===== src/rtl/gf2m_pkg.sv =====
// gf2m_pkg: shared FSM states, curve constants and sizing helpers for the GF(2^M) multipliers.
package gf2m_pkg;

    typedef enum logic [1:0] {IDLE, RUN, DONE} state_t;

    localparam int             M_163K1    = 163;
    localparam logic [162:0]   POLY_163K1 = 163'hC9;
    localparam int             M_233K1    = 233;
    localparam logic [232:0]   POLY_233K1 = (233'd1 << 74) | 233'd1;
    localparam int             M_283K1    = 283;
    localparam logic [282:0]   POLY_283K1 = 283'h10A1;

    function automatic int ceil_div(input int n, input int d);
        return (n + d - 1) / d;
    endfunction

endpackage


===== src/rtl/gf2m_digit_step.sv =====
// gf2m_digit_step: one Horner step, o_acc = (i_acc * x^D + i_a * i_digit) mod f, reduced bit by bit.
module gf2m_digit_step
    import gf2m_pkg::*;
#(
    parameter int         M    = M_163K1,
    parameter int         D    = 1,
    parameter logic [M-1:0] POLY = M'(POLY_163K1)
) (
    input  logic [M-1:0] i_acc,
    input  logic [M-1:0] i_a,
    input  logic [D-1:0] i_digit,
    output logic [M-1:0] o_acc
);

    always_comb begin
        o_acc = i_acc;
        for (int i = D - 1; i >= 0; i--)
            o_acc = {o_acc[M-2:0], 1'b0} ^ (o_acc[M-1] ? POLY : '0) ^ (i_digit[i] ? i_a : '0);
    end

endmodule


===== src/rtl/gf2m_digit_mul.sv =====
// gf2m_digit_mul: digit-serial GF(2^M) multiplier, MSB digit first, one digit per cycle.
// Optional one-cycle squaring path enabled by GF2M_MUL_SQR_EN.
module gf2m_digit_mul
    import gf2m_pkg::*;
#(
    parameter int           M    = M_163K1,
    parameter int           D    = 1,
    parameter logic [M-1:0] POLY = M'(POLY_163K1)
) (
    input  logic         clk,
    input  logic         rst_n,
    input  logic         clr,
    input  logic         start,
`ifdef GF2M_MUL_SQR_EN
    input  logic         sqr,
`endif
    input  logic [M-1:0] a,
    input  logic [M-1:0] b,
    output logic         busy,
    output logic         done,
    output logic [M-1:0] z
);

    localparam int N  = ceil_div(M, D);
    localparam int NB = N * D;
    localparam int CW = (N > 1) ? $clog2(N) : 1;

    if (D < 1 || D > M) begin : g_bad_d
        $error("gf2m_digit_mul: D must satisfy 1 <= D <= M");
    end

    state_t        r_state;
    state_t        w_next;
    logic [M-1:0]  r_acc;
    logic [M-1:0]  r_a;
    logic [M-1:0]  r_z;
    logic [NB-1:0] r_b;
    logic [CW-1:0] r_cnt;
    logic [M-1:0]  w_step;
    logic [M-1:0]  w_sq;
    logic          w_sqr;
    logic          w_accept;
    logic          w_last;

`ifdef GF2M_MUL_SQR_EN
    logic [2*M-1:0] w_il;

    always_comb begin
        w_il = '0;
        for (int i = 0; i < M; i++)
            w_il[2*i] = a[i];
    end

    // a^2 = hi*x^M + lo; a full-width Horner step with multiplicand 1 folds hi in and adds lo.
    gf2m_digit_step #(.M(M), .D(M), .POLY(POLY)) u_sq (
        .i_acc   (w_il[2*M-1:M]),
        .i_a     (M'(1)),
        .i_digit (w_il[M-1:0]),
        .o_acc   (w_sq)
    );

    assign w_sqr = sqr;
`else
    assign w_sqr = 1'b0;
    assign w_sq  = '0;
`endif

    gf2m_digit_step #(.M(M), .D(D), .POLY(POLY)) u_step (
        .i_acc   (r_acc),
        .i_a     (r_a),
        .i_digit (r_b[NB-1 -: D]),
        .o_acc   (w_step)
    );

    assign w_accept = start && (r_state != RUN);
    assign w_last   = (r_state == RUN) && (r_cnt == '0);

    always_comb begin
        w_next = clr ? IDLE :
                 w_accept ? (w_sqr ? DONE : RUN) :
                 w_last ? DONE :
                 (r_state == RUN) ? RUN : IDLE;
    end

    always_ff @(posedge clk or negedge rst_n) begin
        if (!rst_n)
            r_state <= IDLE;
        else
            r_state <= w_next;
    end

    always_ff @(posedge clk or negedge rst_n) begin
        if (!rst_n) begin
            r_acc <= '0;
            r_a   <= '0;
            r_b   <= '0;
            r_cnt <= '0;
            r_z   <= '0;
        end else if (clr) begin
            r_acc <= '0;
            r_z   <= '0;
        end else if (w_accept) begin
            r_a   <= a;
            r_b   <= NB'(b);
            r_acc <= '0;
            r_cnt <= CW'(N - 1);
            if (w_sqr)
                r_z <= w_sq;
        end else if (r_state == RUN) begin
            r_acc <= w_step;
            r_b   <= r_b << D;
            r_cnt <= r_cnt - 1'b1;
            if (w_last)
                r_z <= w_step;
        end
    end

    assign busy = (r_state == RUN);
    assign done = (r_state == DONE);
    assign z    = r_z;

endmodule


===== config.mk =====
export PLATFORM = sky130hd
export DESIGN_NAME = gf2m_digit_mul
export DESIGN_NICKNAME = d
export VERILOG_FILES = /design/src/rtl/gf2m_pkg.sv /design/src/rtl/gf2m_digit_step.sv /design/src/rtl/gf2m_digit_mul.sv
export SDC_FILE = /design/constraint.sdc
export NUM_CORES = 1
export LEC_CHECK = 0
export ABC_CLOCK_PERIOD_IN_PS = 4200
export BUFFER_PORTS_ARGS = -buffer_cell sky130_fd_sc_hd__buf_2
export CAP_MARGIN = 20
export CORE_UTILIZATION = 61
export DETAILED_ROUTE_END_ITERATION = 10
export GPL_TIMING_DRIVEN = 0
export PLACE_DENSITY_LB_ADDON = 0.1
export SETUP_SLACK_MARGIN = 0.05
export SYNTH_ARGS = -nofsm -noshare
export SYNTH_HDL_FRONTEND = slang
export SYNTH_SLANG_ARGS = --single-unit

===== constraint.sdc =====
create_clock -name clk -period 4.2 [get_ports clk]
set_input_delay 0.63 -clock clk [delete_from_list [all_inputs] [get_ports clk]]
set_output_delay 0.63 -clock clk [all_outputs]
set_load 0.01 [all_outputs]

==> results of run 1 <==
## area by class of cell
| cell class | count | area share, % |
|---|---|---|
| Clock inverter | 24 | 1.01 |
| Antenna cell | 33 | 0.238 |
| Inverter | 4 | 0.0433 |
| Multi-Input combinational cell | 1678 | 32.7 |
| Tap cell | 607 | 2.19 |
| Timing Repair Buffer | 501 | 7.66 |
| Clock buffer | 99 | 5.98 |
| Buffer | 195 | 2.40 |
| Sequential cell | 662 | 47.8 |
## worst max-delay path, cell delays in order, from the launching register on
cell      delay [ps]
dfrtp_1          380
nand2b_1         140
clkbuf_1         180
inv_1            170
clkbuf_1         490
buf_1            500
buf_2            250
## placed cells by master (no fill, tap or decap), types with 3 or more instances in the layout
cell         n
nand2_1    380
buf_16       6
o211ai_1     3
xor2_1     167
nor4_1       3
a22o_1     112
o21ai_0    219
mux2i_1    162
clkbuf_1   130
or3_1        3
buf_2      556
nor3b_1    111
xnor2_1      3
clkbuf_16   73
buf_4        6
mux2_2     163
buf_1        7
diode_2     33
dfrtp_1    662
nor2_1     170
a211oi_1    50
bufinv_16    9
inv_1        4
a21o_1     111
clkinv_2    13
clkbuf_8    15
## path summary, 6_finish.rpt
kind / endpoint / slack [ps]
worst max register to register: r_acc[7] / 1010
min in group asynchronous: r_b[136] / 580
max in group asynchronous: r_a[79] / 1720
worst max-delay path: busy / 880
worst min register to register: r_b[127] / 480
worst min-delay path: r_a[52] / 260
## cells by family after synthesis
group	count (synthesis)	synth area share [%]
flip-flops	662	57.6
XOR/XNOR	170	5.18
buffers and inverters	199	2.95
adder cells (fa/ha/maj)	2	0.0870
AND/OR/NAND/NOR	681	10.6
multiplexers	325	12.0
AO/OA/AOI/OAI	500	11.6
## through the flow
stage | hold slack (ps) | power (mW) | instances
2_1_floorplan | 334 | 9.01 | 2539
3_3_place_gp | 461 | 9.69 | 3640
3_5_place_dp | 470 | 9.85 | 3646
4_1_cts | 234 | 16.3 | 3770
5_1_grt | 234 | 16.9 | 3795
6_report | 256 | 16.3 | 3803
## cell usage after synthesis (2+ instances only)
library cell	n
clkbuf_1	119
nor3_1	2
mux2i_1	162
nand2_1	380
nand2b_1	2
xor2_1	167
and3_1	2
o211ai_1	3
nor3b_1	111
a211oi_1	50
buf_2	63
xnor2_1	3
buf_4	6
dfrtp_1	662
inv_1	4
nor2b_1	2
ha_1	2
o21ai_0	219
nor2_1	170
mux2_2	163
nand3b_1	2
a22o_1	112
nor4_1	3
buf_1	7
a21oi_1	2
a21o_1	111
or3_1	3
## flip-flops by register name, summed over array words and instances, names as in the netlist
| name | flops |
|---|---|
| r_a | 163 |
| r_acc | 163 |
| r_b | 163 |
| z | 163 |
| r_cnt | 8 |
| r_state | 2 |
## layer usage
layer / vias up / share of wire [%] / global-route usage [%] / wire, um
li1: 9888 / - / - / -
met1: 11000 / 41 / 42.5 / 31900
met2: 690 / 48 / 51.1 / 37000
met3: 176 / 7.4 / 8.75 / 5770
met4: 14 / 3.7 / 14.0 / 2900
met5: - / 0.12 / 0 / 90
## power by group through the flow
| stage | clock, mW | sequential, mW | combinational, mW |
|---|---|---|---|
| floorplan | 0 | 7.53 | 1.48 |
| global placement | 0 | 7.64 | 2.05 |
| detailed placement | 0 | 7.67 | 2.18 |
| CTS | 6.57 | 7.57 | 2.21 |
| global route | 6.84 | 7.66 | 2.46 |
| finish | 6.50 | 7.58 | 2.20 |
## what timing repair did
| action | CTS | global route |
|---|---|---|
| hold endpoints to repair | 58 | 0 |
| hold buffers | 1 | 0 |
| setup endpoints to repair | 0 | 0 |
==> metrics.txt, run 1 <==
status finished clean; Post-synth EDFFs 0; final worst path period need 3320 ps; area of the multi-input gates 11400 um2; number of H-tree levels 3; DP Wirelength 55200 um; drt drc 0; Syn. warnings 0; Worst slew margin 33.3%; Worst-Skew Late Latency 600 ps; Net Sw Frac 26.0%; clk sink count 662; PwrDens 469 nW/um2; reg2reg start r_state[0]; Worst Reg2Reg Path Length in Cells 9; largest fanout on the critical path 10; post-CTS setup buffers 0; setup ws final 876 ps; WS Path Type flop to output port; GRT overflow 0; Internal 12.0 mW; CTS clk-pin slew, worst paths 60 ps; sequential-to-total area share from yosys stat 57.6%; GP Congestion 0.849; max cap viols 0; first-pass GRT wire length 120000 um; Cell Area, Synth 28800 um2; post-synth top area share 57.6%; Port Buffers 494; Max clock buf depth 3; post-route cell area 34700 um2; element type at the critical path end output port; critical path arrival 2690 ps; Chip Width 219 um; antenna-violating nets left 0; share of cells above drive strength 1 26.7%; setup tns final 0 ps; Flop pwr share 46.6%; # fillers 3251; Synth cell types 34; final hold vios 0; Yosys reg bits 662; final worst path period share 79.2%; Sw Pwr 4.23 mW; cell depth of the worst hold path 2; final number of setup-violating endpoints 0; initial antenna violation count 36; synth-to-layout area growth 20.6%; Post-Syn Instances 2539; Clock power frac 40.0%; die area 48000 um2; post-cts gate resize count 0; Gate power share 13.5%; Synth Net Count 2871; Req. time, crit path 3570 ps; ys async rst share 100%; Reg area 16600 um2; vias in the first global route 22200; GR Util All Layers 32.5%; dpl ws 916 ps; I/O pin count 495; Min-Delay Path Class input pin to flop; final WL 77700 um; CORE AREA 46600 um2; initial DRC count 1474; largest net degree at the start of global routing 122; VDD IR max 0.000584 V; Pre-Repair DR Iteration Count 5; Achievable Freq 0.301 GHz; DIE HEIGHT 219 um; vias 21800; CTS root buf clkbuf_16; nets 3443; Worst Tran Pin Value 1000 ps; placed cell area 32200 um2; CTS buffer count 69; # rows 79; skew final 20.9 ps; startpoint types flop; synth top area cells dfrtp_1 58%, mux2_2 6.4%, mux2i_1 5.6%; unrepaired setup endpoints after global routing no; HP Start a[52]; Post-synth top flop dfrtp_1; critical path launch point r_state[1]; Starting Density 61.8%; Layout Utilization 74.5%; CTS tree done; Lkg Pwr 18.1 nW; area leader, netlist dfrtp_1; synthesized area per cell 11.3 um2; via/cell ratio 5.73; WL per Instance 20.4 um; final max-slew violation count 0
No activity file was read; power rests on OpenSTA's default activity.
==> inputs of run 2 (changes only) <==
ABC_AREA = 1   (was not set)
ABC_CLOCK_PERIOD_IN_PS = 2900   (was 4200)
CORE_UTILIZATION = 51   (was 61)
clock period = 2.9 ns   (was 4.2 ns; I/O delays follow)
==> metrics.txt, run 2 <==
GR Util All Layers 28.9% (-3.6 points); Reg2Reg Setup Slack 500 ps (-510 ps); largest net degree at the start of global routing 123 (+0.82%); Post-Synth Simple-Gate Area 27.1% (+17 points); WL per Instance 17.2 um (-16%); Synth cell types 25 (-26%); post-synth top area share 56.9% (-0.70 points); vias 25300 (+16%); startpoint types flop; Cell Area, Synth 29100 um2 (+1.2%); HP Start a[33]; Pre-Repair DR Iteration Count 5 (unchanged); cell count after placement 4741 (+30%); clk sink count 662 (unchanged); nets 4401 (+28%); Gate power share 14.0% (+0.5 points); XOR/XNOR Fraction of Synth Area 4.81% (-0.36 points); Achievable Freq 0.392 GHz; Port Buffers 493 (-0.20%); unrepaired setup endpoints after global routing no; GP Congestion 0.842 (-0.82%); element type at the critical path end output port; mux cell area share after synthesis 0% (-12 points); via/cell ratio 5.15 (-10%); area leader, netlist dfrtp_1; setup tns final 0 ps (unchanged); CTS buffer count 71 (+2.9%); Synth top cells by count 1333 x nand2_1, 662 x dfrtp_1, 341 x nand3_1, 328 x a21oi_1, 298 x nor2_1; max cap viols 0 (unchanged); Reg area 16600 um2 (unchanged); Flop pwr share 45.3% (-1.3 points); reg2reg start r_state[1]; Starting Density 51.6% (-10 points); status finished clean; DP Wirelength 60000 um (+8.8%); Min-Delay Path Class input pin to flop; largest family of logic cells by synthesized area simple AND/OR/NAND/NOR gates; # fillers 5140 (+58%); Chip Width 241 um (+9.9%); final worst path period need 2550 ps; sequential-to-total area share from yosys stat 56.9% (-0.70 points); worst flop-to-flop path endpoint z[116]; ys async rst share 100% (unchanged); Synth Net Count 3818 (+33%); Post-Layout Cell Count 4903 (+29%); drt drc 0 (unchanged); Req. time, crit path 2470 ps (-1100 ps); most frequent cell after synthesis nand2_1; placed cell area 32700 um2 (+1.7%); final worst path period share 87.9%; Post-synth top flop dfrtp_1; WS Path Type flop to output port; DIE HEIGHT 241 um (+9.9%); GRT overflow 0 (unchanged); Yosys reg bits 662 (unchanged); Worst Tran Pin Value 1050 ps (+53.9 ps); post-cts gate resize count 0 (unchanged); Worst-Skew Late Latency 610 ps (about the same); Post-Syn Instances 3486 (+37%); vias in the first global route 24000 (+8.4%); synth top area cells dfrtp_1 57%, nand2_1 17%, nand3_1 5.9%; final number of setup-violating endpoints 0 (unchanged); cell depth of the worst hold path 3 (+1); share of cells above drive strength 1 18.0% (-8.7 points); number of H-tree levels 3 (unchanged); Worst Hold End r_a[33]; synth-to-layout area growth 21.6%; Synth Area in Adders 0.0859% (-0.0011 points); Worst Reg2Reg Path Length in Cells 7 (-2); CORE AREA 56400 um2 (+21%); CTS tree done; synthesized area per cell 8.35 um2 (-26%); final hold vios 0 (unchanged); initial antenna violation count 28 (-22%); final WL 84400 um (+8.6%); Clock power frac 40.7% (+0.7 points); final max-slew violation count 0 (unchanged); CTS clk-pin slew, worst paths 60 ps (about the same); critical path arrival 2110 ps (-580 ps); Worst slew margin 29.8% (-3.6 points); antenna-violating nets left 0 (unchanged); Lkg Pwr 18.8 nW (+3.9%); Internal 17.5 mW (+45%); area of the multi-input gates 11400 um2 (+0.44%); die area 58100 um2 (+21%); Net Sw Frac 27.3% (+1.3 points); initial DRC count 1646 (+12%); Syn. warnings 0 (unchanged); CTS root buf clkbuf_16; largest fanout on the critical path 10 (unchanged); post-route cell area 35400 um2 (+2.1%); commonest non-fill, non-tap cell in the layout nand2_1; most frequent cells in the layout 1333 x nand2_1, 662 x dfrtp_1, 612 x buf_2; VDD IR max 0.000502 V (-14%); Max clock buf depth 3 (unchanged); skew final 25.7 ps (+4.77 ps); # rows 87 (+10%); Synth Area in Compound Gates 7.15% (-4.5 points); Sw Pwr 6.55 mW (+55%); Post-synth EDFFs 0 (unchanged); PwrDens 678 nW/um2 (+44%); I/O pin count 495 (unchanged); first-pass GRT wire length 130000 um (+8.1%)
run 2: cell count changes in the layout (fill, tap and decap cells not counted), moves of 56 or more:
cell	before	now
mux2_2	163	0
mux2i_1	162	0
buf_2	556	612
a21o_1	111	0
nor2_1	170	298
nand3_1	0	341
nor3b_1	111	0
o21ai_0	219	63
a22o_1	112	1
nand2_1	380	1333
a21oi_1	2	328
run 2: kinds of logic after synthesis:
kind of cell | count (synthesis)
AOI/OAI and AO/OA | 414
adders and majority gates | 2
xor gates and xnor gates | 160
DFF | 662
buffers and inverters | 266
and+or+nand+nor | 1982
run 2: critical path: stages (launching register included):
cell and delay, ps:
dfrtp_1 420, nor2_4 370, clkbuf_1 450, buf_2 280
run 2: per-stage QoR:
stage               power [mW]  worst slack (ps)  hold slack [ps]  util (%)
floorplan                 13.1              1420              139         -
global route              25.0               281             11.8      62.7
CTS                       24.1               352            0.134      62.7
finish                    24.0               351             25.7      62.8
global placement          14.3            -12720              454      57.7
detailed placement        14.4               298              272      58.0
run 2: layout make-up:
cell class | instances | area share (%)
multi-input combinational | 2558 | 32.2
clock buffer | 110 | 6.21
timing repair buffer | 510 | 7.77
clock inverter | 20 | 0.954
inverter | 21 | 0.223
antenna | 21 | 0.148
tap | 756 | 2.67
buffer | 245 | 3.03
sequential | 662 | 46.8
run 2: worst max path at each step:
stage                       endpoint  cells after the start       start  slack [ps]
after floorplan           r_acc[115]                      6         clr        1420
after global placement       r_b[65]                      1       rst_n      -12720
after detailed placement      z[104]                      6         clr         300
after CTS                       busy                      3  r_state[1]         350
after global routing            busy                      3  r_state[1]         280
final                           busy                      3  r_state[1]         350
run 2: routing by layer:
| layer | up-vias | track usage, % | part of all wire (%) |
|---|---|---|---|
| met5 | - | 0 | 0.22 |
| met4 | 28 | 10.0 | 3.0 |
| met3 | 178 | 7.15 | 7.4 |
| met2 | 688 | 45.5 | 46 |
| met1 | 12000 | 39.0 | 43 |
| li1 | 12400 | - | - |
run 2: repair_timing:
action | 4_1_cts | 5_1_grt
buffers inserted | 0 | 0
endpoints found under the setup margin | 0 | 0
hold buffers | 11 | 0
hold endpoints to repair | 26 | 0
run 2: power groups by stage:
stage,registers [mW],logic (mW),clock network [mW]
floorplan,10.9,2.24,0
global placement,11.0,3.27,0
detailed placement,11.0,3.36,0
CTS,10.9,3.39,9.90
global route,11.0,3.83,10.2
finish,10.9,3.36,9.77
